$ cat config.mk
export PLATFORM = sky130hd
export DESIGN_NAME = rtc_alarm
export DESIGN_NICKNAME = d
export VERILOG_FILES = /design/src/rtl/rtc_alarm.sv
export SDC_FILE = /design/constraint.sdc
export NUM_CORES = 1
export LEC_CHECK = 0
export CAP_MARGIN = 20
export CORE_UTILIZATION = 30
export CTS_BUF_LIST = sky130_fd_sc_hd__clkbuf_4 sky130_fd_sc_hd__clkbuf_8 sky130_fd_sc_hd__clkbuf_16
export DETAILED_ROUTE_END_ITERATION = 16
export PLACE_DENSITY = 0.68
export SLEW_MARGIN = 20
export SYNTH_ARGS = -nofsm -noshare
export SYNTH_HDL_FRONTEND = slang
export SYNTH_SLANG_ARGS = --single-unit
$ cat constraint.sdc
create_clock -name clk_i -period 5.7 [get_ports clk_i]
set_input_delay 0.855 -clock clk_i [delete_from_list [all_inputs] [get_ports clk_i]]
set_output_delay 0.855 -clock clk_i [all_outputs]
set_load 0.01 [all_outputs]
$ cat src/rtl/rtc_alarm.sv
// Daily HH:MM alarm with snooze limit, ring auto-timeout and stop/disarm.
// Optional RTC_ALARM_PULSE_EN: ring_o pulses 1 s on / 1 s off while ringing.
module rtc_alarm #(
    parameter int RING_S     = 60,
    parameter int SNOOZE_S   = 300,
    parameter int MAX_SNOOZE = 3
) (
    input  logic       clk_i,
    input  logic       srst_i,
    input  logic [4:0] hours_i,
    input  logic [5:0] minutes_i,
    input  logic [5:0] seconds_i,
    input  logic [9:0] milliseconds_i,
    input  logic       set_valid_i,
    input  logic [4:0] set_hours_i,
    input  logic [5:0] set_minutes_i,
    input  logic       arm_i,
    input  logic       disarm_i,
    input  logic       stop_i,
    input  logic       snooze_i,
    output logic       ring_o,
    output logic       armed_o,
    output logic [2:0] snooze_cnt_o,
    output logic       set_err_o,
    output logic [4:0] alarm_hours_o,
    output logic [5:0] alarm_minutes_o,
    output logic [1:0] state_o
);

    // Handshake: every control input is a single-cycle strobe with no ready
    // back-pressure; a strobe seen high at a rising edge is acted on at that
    // edge, and all outputs (including state_o) show the result one cycle later.

    typedef enum logic [1:0] {
        S_IDLE    = 2'd0,
        S_ARMED   = 2'd1,
        S_RINGING = 2'd2,
        S_SNOOZE  = 2'd3
    } state_t;

    localparam int TMAX = (RING_S > SNOOZE_S) ? RING_S : SNOOZE_S;
    localparam int TW   = $clog2(TMAX + 1);

    state_t          state_q, state_d;
    logic [TW-1:0]   timer_q, timer_d, timer_inc;
    logic [2:0]      cnt_q, cnt_d;
    logic [5:0]      seconds_q;
    logic [4:0]      ah_q;
    logic [5:0]      am_q;
    logic            ring_q, ring_d;
    logic            armed_q;
    logic            err_q;
    logic            sec_tick, match, set_act, set_ok, set_bad;
    logic            ring_expire, snooze_expire;

    assign sec_tick  = (seconds_i != seconds_q);
    assign match     = (hours_i == ah_q) && (minutes_i == am_q) &&
                       (seconds_i == 6'd0) && (milliseconds_i == 10'd0);
    // Disarm outranks set, so a set arriving with disarm is dropped entirely.
    assign set_act   = set_valid_i && !disarm_i;
    assign set_ok    = set_act && (set_hours_i <= 5'd23) && (set_minutes_i <= 6'd59);
    assign set_bad   = set_act && !set_ok;

    assign timer_inc     = (timer_q == TW'(TMAX)) ? timer_q : timer_q + TW'(1);
    assign ring_expire   = sec_tick && (timer_inc >= TW'(RING_S));
    assign snooze_expire = sec_tick && (timer_inc >= TW'(SNOOZE_S));

    always_comb begin
        state_d = state_q;
        timer_d = sec_tick ? timer_inc : timer_q;
        cnt_d   = cnt_q;
        if (disarm_i) begin
            state_d = S_IDLE;
            cnt_d   = 3'd0;
        end else begin
            case (state_q)
                S_IDLE: begin
                    if (arm_i) state_d = S_ARMED;
                end
                S_ARMED: begin
                    if (!set_ok && match) begin
                        state_d = S_RINGING;
                        timer_d = '0;
                        cnt_d   = 3'd0;
                    end
                end
                S_RINGING: begin
                    if (set_ok || stop_i) begin
                        state_d = S_ARMED;
                        cnt_d   = 3'd0;
                    end else if (snooze_i && (cnt_q < 3'(MAX_SNOOZE))) begin
                        state_d = S_SNOOZE;
                        cnt_d   = cnt_q + 3'd1;
                        timer_d = '0;
                    end else if (ring_expire) begin
                        state_d = S_ARMED;
                        cnt_d   = 3'd0;
                    end
                end
                S_SNOOZE: begin
                    if (set_ok || stop_i) begin
                        state_d = S_ARMED;
                        cnt_d   = 3'd0;
                    end else if (snooze_expire) begin
                        state_d = S_RINGING;
                        timer_d = '0;
                    end
                end
                default: state_d = S_IDLE;
            endcase
        end
        if (state_d == S_IDLE || state_d == S_ARMED) timer_d = '0;
    end

`ifdef RTC_ALARM_PULSE_EN
    logic toggle_q, toggle_d;

    // Starts high on every entry to RINGING (including re-ring after snooze).
    always_comb begin
        toggle_d = 1'b0;
        if (state_d == S_RINGING) begin
            if (state_q != S_RINGING) toggle_d = 1'b1;
            else if (sec_tick)        toggle_d = ~toggle_q;
            else                      toggle_d = toggle_q;
        end
        ring_d = (state_d == S_RINGING) && toggle_d;
    end

    always_ff @(posedge clk_i) begin
        if (srst_i) toggle_q <= 1'b0;
        else        toggle_q <= toggle_d;
    end
`else
    always_comb begin
        ring_d = (state_d == S_RINGING);
    end
`endif

    always_ff @(posedge clk_i) begin
        seconds_q <= seconds_i;
        if (srst_i) begin
            state_q <= S_IDLE;
            timer_q <= '0;
            cnt_q   <= 3'd0;
            ah_q    <= 5'd0;
            am_q    <= 6'd0;
            ring_q  <= 1'b0;
            armed_q <= 1'b0;
            err_q   <= 1'b0;
        end else begin
            state_q <= state_d;
            timer_q <= timer_d;
            cnt_q   <= cnt_d;
            ring_q  <= ring_d;
            armed_q <= (state_d != S_IDLE);
            err_q   <= set_bad;
            if (set_ok) begin
                ah_q <= set_hours_i;
                am_q <= set_minutes_i;
            end
        end
    end

    assign ring_o          = ring_q;
    assign armed_o         = armed_q;
    assign snooze_cnt_o    = cnt_q;
    assign set_err_o       = err_q;
    assign alarm_hours_o   = ah_q;
    assign alarm_minutes_o = am_q;
    assign state_o         = state_q;

endmodule
==> summary.md, run 1 <==
| Metric | Value |
|---|---|
| Status | finished, final reports clean |
| DPL Wire Length | 3670 um |
| Hold Crit Class | reg2reg |
| Hold_sp | snooze_cnt_o[2] |
| Slew HR | 0.342 |
| Worst slew pin tran | 0.986 ns |
| Post-synth top area cell | dfxtp_1 |
| CTS tree | built |
| Asr flop ratio synth | 0 |
| Sequential share of power | 0.479 |
| Placed insts | 355 |
| Place WS | 1.99 ns |
| Later-pin clock latency in the skew report | 0.28 ns |
| Pins over their slew limit | 0 |
| Hold_buf cts | 0 |
| CTS Buf Count | 5 |
| Arrival @ worst endpoint | 3.56 ns |
| Clock network fraction of design power | 0.345 |
| Post-DR vias/cell | 5.06 |
| Aggregate routed wire length | 4560 um |
| Final setup violation count | 0 |
| Worst VDD drop | 86.5 uV |
| Synth Area per Inst | 9.09 sq um |
| Top cell types by occurrence after synthesis | dfxtp_1 (34), nor2_1 (22), nand2_1 (14), xnor2_1 (14), xor2_1 (13) |
| Die Ht | 84.2 um |
| Synth area leaders | dfxtp_1 (34%), xnor2_1 (6.0%), mux2i_1 (5.9%), xor2_1 (5.6%), nor4_2 (4.9%) |
| Setup Fix Bufs, Post-CTS | 0 |
| Register bit total from synthesis | 34 |
| Post-synth EDFFs | 0 |
| DRT antenna net count | 0 |
| Comb pwr share | 0.176 |
| Leak Pwr | 1.06 nW |
| Seq/Total Area, Yosys | 0.336 |
| Setup ws final | 2.31 ns |
| IO Port Bufs | 63 |
| Post-Syn Instances | 223 |
| Crit Path Class | in2reg |
| R2R Path Start | timer_q[1] |
| YS warnings | 0 |
| Core area | 6420 sq um |
| Final Hold Fails | 0 |
| Final Critical Period | 3.39 ns |
| First-pass GRT wire length | 7890 um |
| Post-route design area | 2820 sq um |
| CP startpoint | disarm_i |
| Synthesized net count | 275 |
| Placed instance area | 2720 sq um |
| RSZ-0062 raised after global routing | no |
| Gp weighted congestion | 0.805 |
| Worst Setup End Kind | flop |
| Critical path data required time | 5.87 ns |
| Finished Core Util | 0.438 |
| DIE AREA | 7090 sq um |
| Die Width | 84.2 um |
| Most common cell in the synthesized netlist | dfxtp_1 |
| Layout area overhead | 38.9% |
| # diodes | 0 |
| Crit start category | input pin |
| Starting DRT DRC Count | 25 |
| Post_cts resized | 0 |
| Net Sw Power | 0.123 mW |
| Crit-path max FO | 13 |
| Htree depth | 2 |
| Clock root buffer | clkbuf_8 |
| CTS sink cnt | 34 |
| Residual DRC | 0 |
| Remaining Overflow, GRT | 0 |
| Post-route setup TNS | 0 ns |
| Layout cells sized above 1 | 0.0839 |
| Distinct cells, synth | 53 |
| Finished Layout Cells | 363 |
| Drt pass-1 iters | 4 |
| All-layer global routing usage | 0.137 |
| Cell Pwr Density | 186 nW/um^2 |
| Starting Density | 0.316 |
| Clock slew at reported path FFs | 0.06 ns |
| Sw Share | 0.235 |
| Tcrit/Tclk final | 0.594 |
| Top_reg_cell synth | dfxtp_1 |
| Setup Skew | 0.00500 ns |
| Via count | 1,838 |
| Routed length per instance | 12.6 um |
| Max_cap viols | 0 |
| Cell-internal power | 0.400 mW |
| Largest net degree at the start of global routing | 18 |
| Longest Clk Path Bufs | 2 |
| Nets | 337 |
| Ports | 64 |
| Number of global-route vias before repair | 1,801 |
| Fmax achieved | 0.295 GHz |
| Yosys top cell area share | 0.336 |
| Initial antenna violation count | 0 |
| Post-Syn Area | 2030 sq um |
| # rows | 29 |
==> flip-flops by register name (all words and copies together), names as in the netlist <==
signal	cells
alarm_hours_o	5
ring_o	1
timer_q	9
set_err_o	1
snooze_cnt_o	3
armed_o	1
state_o	2
seconds_q	6
alarm_minutes_o	6
==> cells by family after synthesis <==
| logic type | share of synthesized area |
|---|---|
| AOI/OAI and AO/OA | 0.140 |
| DFF | 0.336 |
| and+or+nand+nor | 0.269 |
| muxes | 0.0593 |
| xor gates and xnor gates | 0.117 |
| adders and majority gates | 0.0432 |
| buffers and inverters | 0.0358 |
==> worst max-delay path: stages <==
cell	delay (ns)
clkdlybuf4s50_1	0.47
nor2b_1	0.21
nand3_1	0.55
nand4_1	0.26
o2bb2ai_1	0.11
a211oi_2	0.82
and4bb_1	0.29
==> cell usage in the layout, fill, tap and decap left out, types with 3 or more instances in the layout <==
| master | synthesis | layout |
|---|---|---|
| a21oi_1 | 10 | 10 |
| and2_1 | 4 | 4 |
| clkdlybuf4s50_1 | 0 | 63 |
| a31oi_1 | 3 | 3 |
| xnor2_1 | 14 | 14 |
| a21o_1 | 4 | 4 |
| clkbuf_8 | 0 | 6 |
| nor2_1 | 22 | 22 |
| nand3_1 | 4 | 4 |
| inv_1 | 8 | 8 |
| nor3_1 | 5 | 5 |
| nand4_1 | 5 | 5 |
| nand2_1 | 14 | 14 |
| nor4_1 | 7 | 7 |
| xor2_1 | 13 | 13 |
| mux2i_1 | 12 | 12 |
| nor4_2 | 8 | 8 |
| ha_1 | 7 | 7 |
| a211oi_1 | 4 | 3 |
| dfxtp_1 | 34 | 34 |
==> path summary, 6_finish.rpt <==
check | to | slack, ns | cells after the start
max | ring_o | 2.31 | 7
min | snooze_cnt_o[2] | 0.52 | 2
max reg2reg | ring_o | 2.69 | 7
min reg2reg | snooze_cnt_o[2] | 0.52 | 2
==> layer usage <==
metal  GRT usage  routed length [um]  part of all wire  vias to the layer above
met2       0.235                2220              0.49                       46
met5           0                   0                 0                        -
met4      0.0470                  59             0.013                        0
li1            -                   -                 -                      943
met1       0.168                2070              0.45                      843
met3      0.0315                 208             0.046                        6
==> power groups by stage <==
stage	clock (mW)	sequential (mW)	combinational (mW)
detailed placement	0	0.256	0.0925
floorplan	0	0.257	0.0412
global route	0.198	0.252	0.100
global placement	0	0.256	0.0912
finish	0.181	0.251	0.0920
CTS	0.187	0.251	0.0929
==> metrics by stage <==
step                hold slack, ns  power [mW]
floorplan                    0.518       0.299
detailed placement           0.511       0.349
global route                 0.554       0.550
CTS                          0.525       0.531
global placement             0.497       0.347
finish                       0.518       0.524
==> final cells by class <==
cell class / count / area [sq um]
fill: 630 / 3610
multi-input combinational: 172 / 1280
sequential: 34 / 681
timing repair buffer: 63 / 631
tap: 77 / 96.3
clock buffer: 7 / 90.1
inverter: 9 / 33.8
clock inverter: 1 / 5.00
(Power assumes the default switching activity.)
==> inputs of run 2 (changes only) <==
--- a/config.mk
+++ b/config.mk
@@ -9,7 +9,7 @@
 export CORE_UTILIZATION = 30
 export CTS_BUF_LIST = sky130_fd_sc_hd__clkbuf_4 sky130_fd_sc_hd__clkbuf_8 sky130_fd_sc_hd__clkbuf_16
 export DETAILED_ROUTE_END_ITERATION = 16
-export PLACE_DENSITY = 0.68
+export PLACE_DENSITY = 0.7
 export SLEW_MARGIN = 20
 export SYNTH_ARGS = -nofsm -noshare
 export SYNTH_HDL_FRONTEND = slang
==> constraint.sdc (replaced) <==
create_clock -name clk_i -period 3.1 [get_ports clk_i]
set_input_delay 0.465 -clock clk_i [delete_from_list [all_inputs] [get_ports clk_i]]
set_output_delay 0.465 -clock clk_i [all_outputs]
set_load 0.01 [all_outputs]
==> summary.md, run 2 (synthesis results as in run 1) <==
| Metric | Value |
|---|---|
| Longest Clk Path Bufs | 2 |
| Hold_buf cts | 0 |
| Crit start category | input pin |
| Worst slew pin tran | 0.521 ns |
| Layout cells sized above 1 | 0.103 |
| DPL Wire Length | 3830 um |
| Fill cells | 622 |
| Area occupied by multi-input gates | 1280 sq um |
| Post_cts resized | 0 |
| Total Power | 0.980 mW |
| Reg area | 681 sq um |
| Arrival @ worst endpoint | 2.68 ns |
| # rows | 29 |
| Gp weighted congestion | 0.837 |
| Largest net degree at the start of global routing | 18 |
| Core area | 6420 sq um |
| Ports | 64 |
| IO Port Bufs | 63 |
| Post-DR vias/cell | 4.99 |
| # diodes | 0 |
| CTS tree | built |
| Critical path data required time | 3.26 ns |
| Crit-path max FO | 9 |
| Most common cell after layout, fill and taps aside | clkdlybuf4s50_1 |
| Status | finished, final reports clean |
| Later-pin clock latency in the skew report | 0.29 ns |
| Layout area overhead | 41.1% |
| Setup Fix Bufs, Post-CTS | 0 |
| Most flop-heavy register | timer_q |
| All-layer global routing usage | 0.144 |
| Final Hold Fails | 0 |
| Worst Setup End Kind | flop |
| CTS sink cnt | 34 |
| Leak Pwr | 1.09 nW |
| Slew HR | 0.649 |
| Die Width | 84.2 um |
| Max reg flops | 9 |
| Clock slew at reported path FFs | 0.07 ns |
| Aggregate routed wire length | 4750 um |
| RSZ-0062 raised after global routing | no |
| Final setup violation count | 0 |
| Max_cap viols | 0 |
| Starting DRT DRC Count | 53 |
| DIE AREA | 7090 sq um |
| DRT antenna net count | 0 |
| Worst VDD drop | 167 uV |
| Residual DRC | 0 |
| Pins over their slew limit | 0 |
| Routed length per instance | 12.9 um |
| Drt pass-1 iters | 4 |
| Number of global-route vias before repair | 1,913 |
| Hold Crit Class | reg2reg |
| Crit Path Class | in2reg |
| Remaining Overflow, GRT | 0 |
| Fmax achieved | 0.398 GHz |
| Via count | 1,842 |
| Starting Density | 0.316 |
| Tcrit/Tclk final | 0.811 |
| Most frequent cells in the layout | clkdlybuf4s50_1 (63), dfxtp_1 (34), nor2_1 (22) |
| Setup Skew | 0.00413 ns |
| Htree depth | 2 |
| Nets | 343 |
| Final Critical Period | 2.52 ns |
| Die Ht | 84.2 um |
| Clock root buffer | clkbuf_8 |
| First-pass GRT wire length | 8280 um |
| CTS Buf Count | 5 |
| Initial antenna violation count | 0 |
| Cell Pwr Density | 343 nW/um^2 |
| Post-route setup TNS | 0 ns |
-- run 2: changes by cell type in the layout (fill, tap and decap cells not counted) --
cell / previous run / this run
buf_4: 0 / 6
-- run 2: path summary, 6_finish.rpt --
kind,from,slack (ns),end,depth (start not counted)
worst min-delay path,snooze_cnt_o[2],0.52,snooze_cnt_o[2],2
worst max register to register,timer_q[1],0.61,timer_q[8],9
worst min register to register,snooze_cnt_o[2],0.52,snooze_cnt_o[2],2
worst max-delay path,minutes_i[3],0.58,timer_q[8],8
-- run 2: routing by layer --
metal  up-vias  track usage  part of all wire
li1        948            -                 -
met1       841        0.165              0.46
met2        46        0.258              0.48
met3         7       0.0344             0.049
met4         0       0.0564             0.015
met5         -            0                 0
-- run 2: critical path, stage by stage --
cell             delay [ns]
clkdlybuf4s50_1        0.41
xor2_1                 0.14
nor4_1                 0.50
a41oi_1                0.26
a2111o_1               0.49
nor3_4                 0.13
buf_4                  0.21
nor4_1                 0.07
-- run 2: power breakdown --
group	total, mW	switching, mW	internal (mW)
clock	0.344	0.156	0.188
combinational	0.176	0.0738	0.102
sequential	0.461	0.0103	0.450
total	0.980	0.240	0.740
-- run 2: layout make-up --
type | count | area share
Clock buffer | 7 | 0.0315
Clock inverter | 1 | 0.00175
Inverter | 9 | 0.0118
Multi-Input combinational cell | 172 | 0.447
Sequential cell | 34 | 0.238
Tap cell | 77 | 0.0337
Timing Repair Buffer | 69 | 0.236
-- run 2: per-stage QoR --
step	hold WS, ns	area (sq um)	util	instances	setup slack, ns
6_report	0.518	2860	0.445	369	0.584
5_1_grt	0.538	2860	0.445	369	0.364
4_1_cts	0.518	2860	0.445	369	0.580
3_5_place_dp	0.500	2770	0.431	361	0.282
3_3_place_gp	0.500	2770	0.431	361	0.346
2_1_floorplan	0.493	2030	-	223	0.871
==> inputs of run 3 (changes only) <==
--- a/config.mk
+++ b/config.mk
@@ -9,7 +9,7 @@
 export CORE_UTILIZATION = 30
 export CTS_BUF_LIST = sky130_fd_sc_hd__clkbuf_4 sky130_fd_sc_hd__clkbuf_8 sky130_fd_sc_hd__clkbuf_16
 export DETAILED_ROUTE_END_ITERATION = 16
-export PLACE_DENSITY = 0.7
+export PLACE_DENSITY = 0.68
 export SLEW_MARGIN = 20
 export SYNTH_ARGS = -nofsm -noshare
 export SYNTH_HDL_FRONTEND = slang
==> constraint.sdc (replaced) <==
create_clock -name clk_i -period 2.4 [get_ports clk_i]
set_input_delay 0.36 -clock clk_i [delete_from_list [all_inputs] [get_ports clk_i]]
set_output_delay 0.36 -clock clk_i [all_outputs]
set_load 0.01 [all_outputs]
==> summary.md, run 3 (synthesis results as in run 1) <==
| Metric | Value |
|---|---|
| Max_cap viols | 0 |
| Cell Pwr Density | 381 nW/um^2 |
| Final Critical Period | 2.37 ns |
| Fill cells | 583 |
| Initial antenna violation count | 0 |
| Total Power | 1.32 mW |
| CP startpoint | set_minutes_i[2] |
| Fmax achieved | 0.421 GHz |
| Clock network fraction of design power | 0.333 |
| Final setup violation count | 0 |
| Starting Density | 0.316 |
| Cell-internal power | 0.993 mW |
| Fin Hold WS | 0.331 ns |
| Finished Core Util | 0.539 |
| Die Ht | 84.2 um |
| RSZ-0062 raised after global routing | yes |
| Die Width | 84.2 um |
| Crit start category | input pin |
| DRT antenna net count | 0 |
| Clock slew at reported path FFs | 0.06 ns |
| Worst r2r dst | timer_q[1] |
| Ports | 64 |
| DPL Wire Length | 4080 um |
| First-pass GRT wire length | 9220 um |
| Routed length per instance | 13.1 um |
| Comb pwr share | 0.217 |
| Layout area overhead | 70.7% |
| Tcrit/Tclk final | 0.989 |
| Placed instance area | 3090 sq um |
| Hold_sp | seconds_i[0] |
| Gp weighted congestion | 0.794 |
| Max reg flops | 9 |
| Layout cells sized above 1 | 0.298 |
| Setup Skew | 0.00378 ns |
| Number of global-route vias before repair | 2,193 |
| Via count | 2,070 |
| Hold_buf cts | 0 |
| Longest Clk Path Bufs | 2 |
| Largest net degree at the start of global routing | 18 |
| Core area | 6420 sq um |
| DIE AREA | 7090 sq um |
| Leak Pwr | 1.42 nW |
| Residual DRC | 0 |
| Reg area | 688 sq um |
| Later-pin clock latency in the skew report | 0.28 ns |
| All-layer global routing usage | 0.160 |
| # diodes | 0 |
| Worst reg2reg setup slack | 0.09 ns |
| CP max stage cell | clkdlybuf4s50_1 |
| Htree depth | 2 |
| Sw Share | 0.247 |
| CTS Buf Count | 5 |
| Crit path largest cell delay | 0.50 ns |
| Most frequent cells in the layout | clkdlybuf4s50_1 (59), buf_4 (57), dfxtp_1 (32) |
| Pins over their slew limit | 0 |
| Clock root buffer | clkbuf_8 |
| Most flop-heavy register | timer_q |
| Reg2Reg Depth | 10 |
| CTS tree | built |
| Hold path depth | 1 |
| Post-DR vias/cell | 4.89 |
| Arrival @ worst endpoint | 2.56 ns |
| Buf/Inv on CP | 3 |
| Net Sw Power | 0.326 mW |
| Worst path cell trace | clkdlybuf4s50_1, nand4_1, a31oi_2, nand2_1, or4b_4, a21oi_4, a211oi_4, buf_6, buf_12, nor4_2 |
| Sequential share of power | 0.449 |
| Worst slew pin tran | 0.467 ns |
| CTS sink cnt | 34 |
| Worst Setup End Kind | flop |
| Starting DRT DRC Count | 43 |
| Area occupied by multi-input gates | 1430 sq um |
| Hold Crit Class | in2reg |
| Post-route setup TNS | 0 ns |
| Slew HR | 0.689 |
| Crit Path Class | in2reg |
| Drt pass-1 iters | 5 |
| Final Hold Fails | 0 |
| Nets | 397 |
| Post-route design area | 3460 sq um |
| Aggregate routed wire length | 5560 um |
| Worst VDD drop | 288 uV |
| Delay-heaviest family, CP | simple AND/OR/NAND/NOR gates |
| Crit-path max FO | 7 |
| Most common cell after layout, fill and taps aside | clkdlybuf4s50_1 |
| Remaining Overflow, GRT | 0 |
| IO Port Bufs | 63 |
| R2R Path Start | timer_q[0] |
| Critical path data required time | 2.59 ns |
| Worst Hold Path EP | seconds_q[0] |
| Status | finished, final reports clean |
| # rows | 29 |
==> run 3: routing by layer <==
layer / part of all wire / GRT usage
met2: 0.54 / 0.291
met1: 0.41 / 0.181
met5: 0 / 0
met3: 0.041 / 0.0374
met4: 0.015 / 0.0627
==> run 3: power groups by stage <==
stage	Clock [mW]	Combinational (mW)	Sequential (mW)
floorplan	0	0.0979	0.611
global placement	0	0.247	0.606
detailed placement	0	0.252	0.606
CTS	0.451	0.272	0.592
global route	0.473	0.308	0.594
finish	0.440	0.286	0.592
==> run 3: stage by stage <==
stage	cells	setup slack, ns
after CTS	416	0.000767
final	423	0.0273
after detailed placement	402	-0.553
after global routing	423	-0.0721
after floorplan	223	0.233
after global placement	402	-0.491
==> run 3: timing repair <==
action	CTS	global route
setup endpoints to repair	15	14
buffers inserted	7	9
gates resized for setup	16	19
pin swaps	10	18
==> run 3: area by class of cell <==
type                    instances  area share
flip-flops and latches         34       0.199
clock buffers                   7      0.0260
repair buffers                123       0.323
multi-input cells             172       0.413
clock inverters                 1     0.00145
well taps                      77      0.0278
inverters                       9     0.00976
==> run 3: worst register-to-register path: stages (launching register included) <==
cell,delay (ns)
dfxtp_4,0.37
ha_4,0.15
nand3_4,0.11
nor3_4,0.26
xnor2_2,0.10
or4b_4,0.55
a21oi_4,0.14
a211oi_4,0.05
buf_6,0.15
buf_12,0.13
nor4_2,0.22
==> run 3: worst max path at each step <==
stage	end	slack, ns	cells after the start
2_1_floorplan	armed_o	0.23	8
3_3_place_gp	ring_o	-0.49	8
3_5_place_dp	ring_o	-0.55	8
4_1_cts	timer_q[1]	0.0008	10
5_1_grt	timer_q[3]	-0.07	10
6_report	timer_q[1]	0.03	10
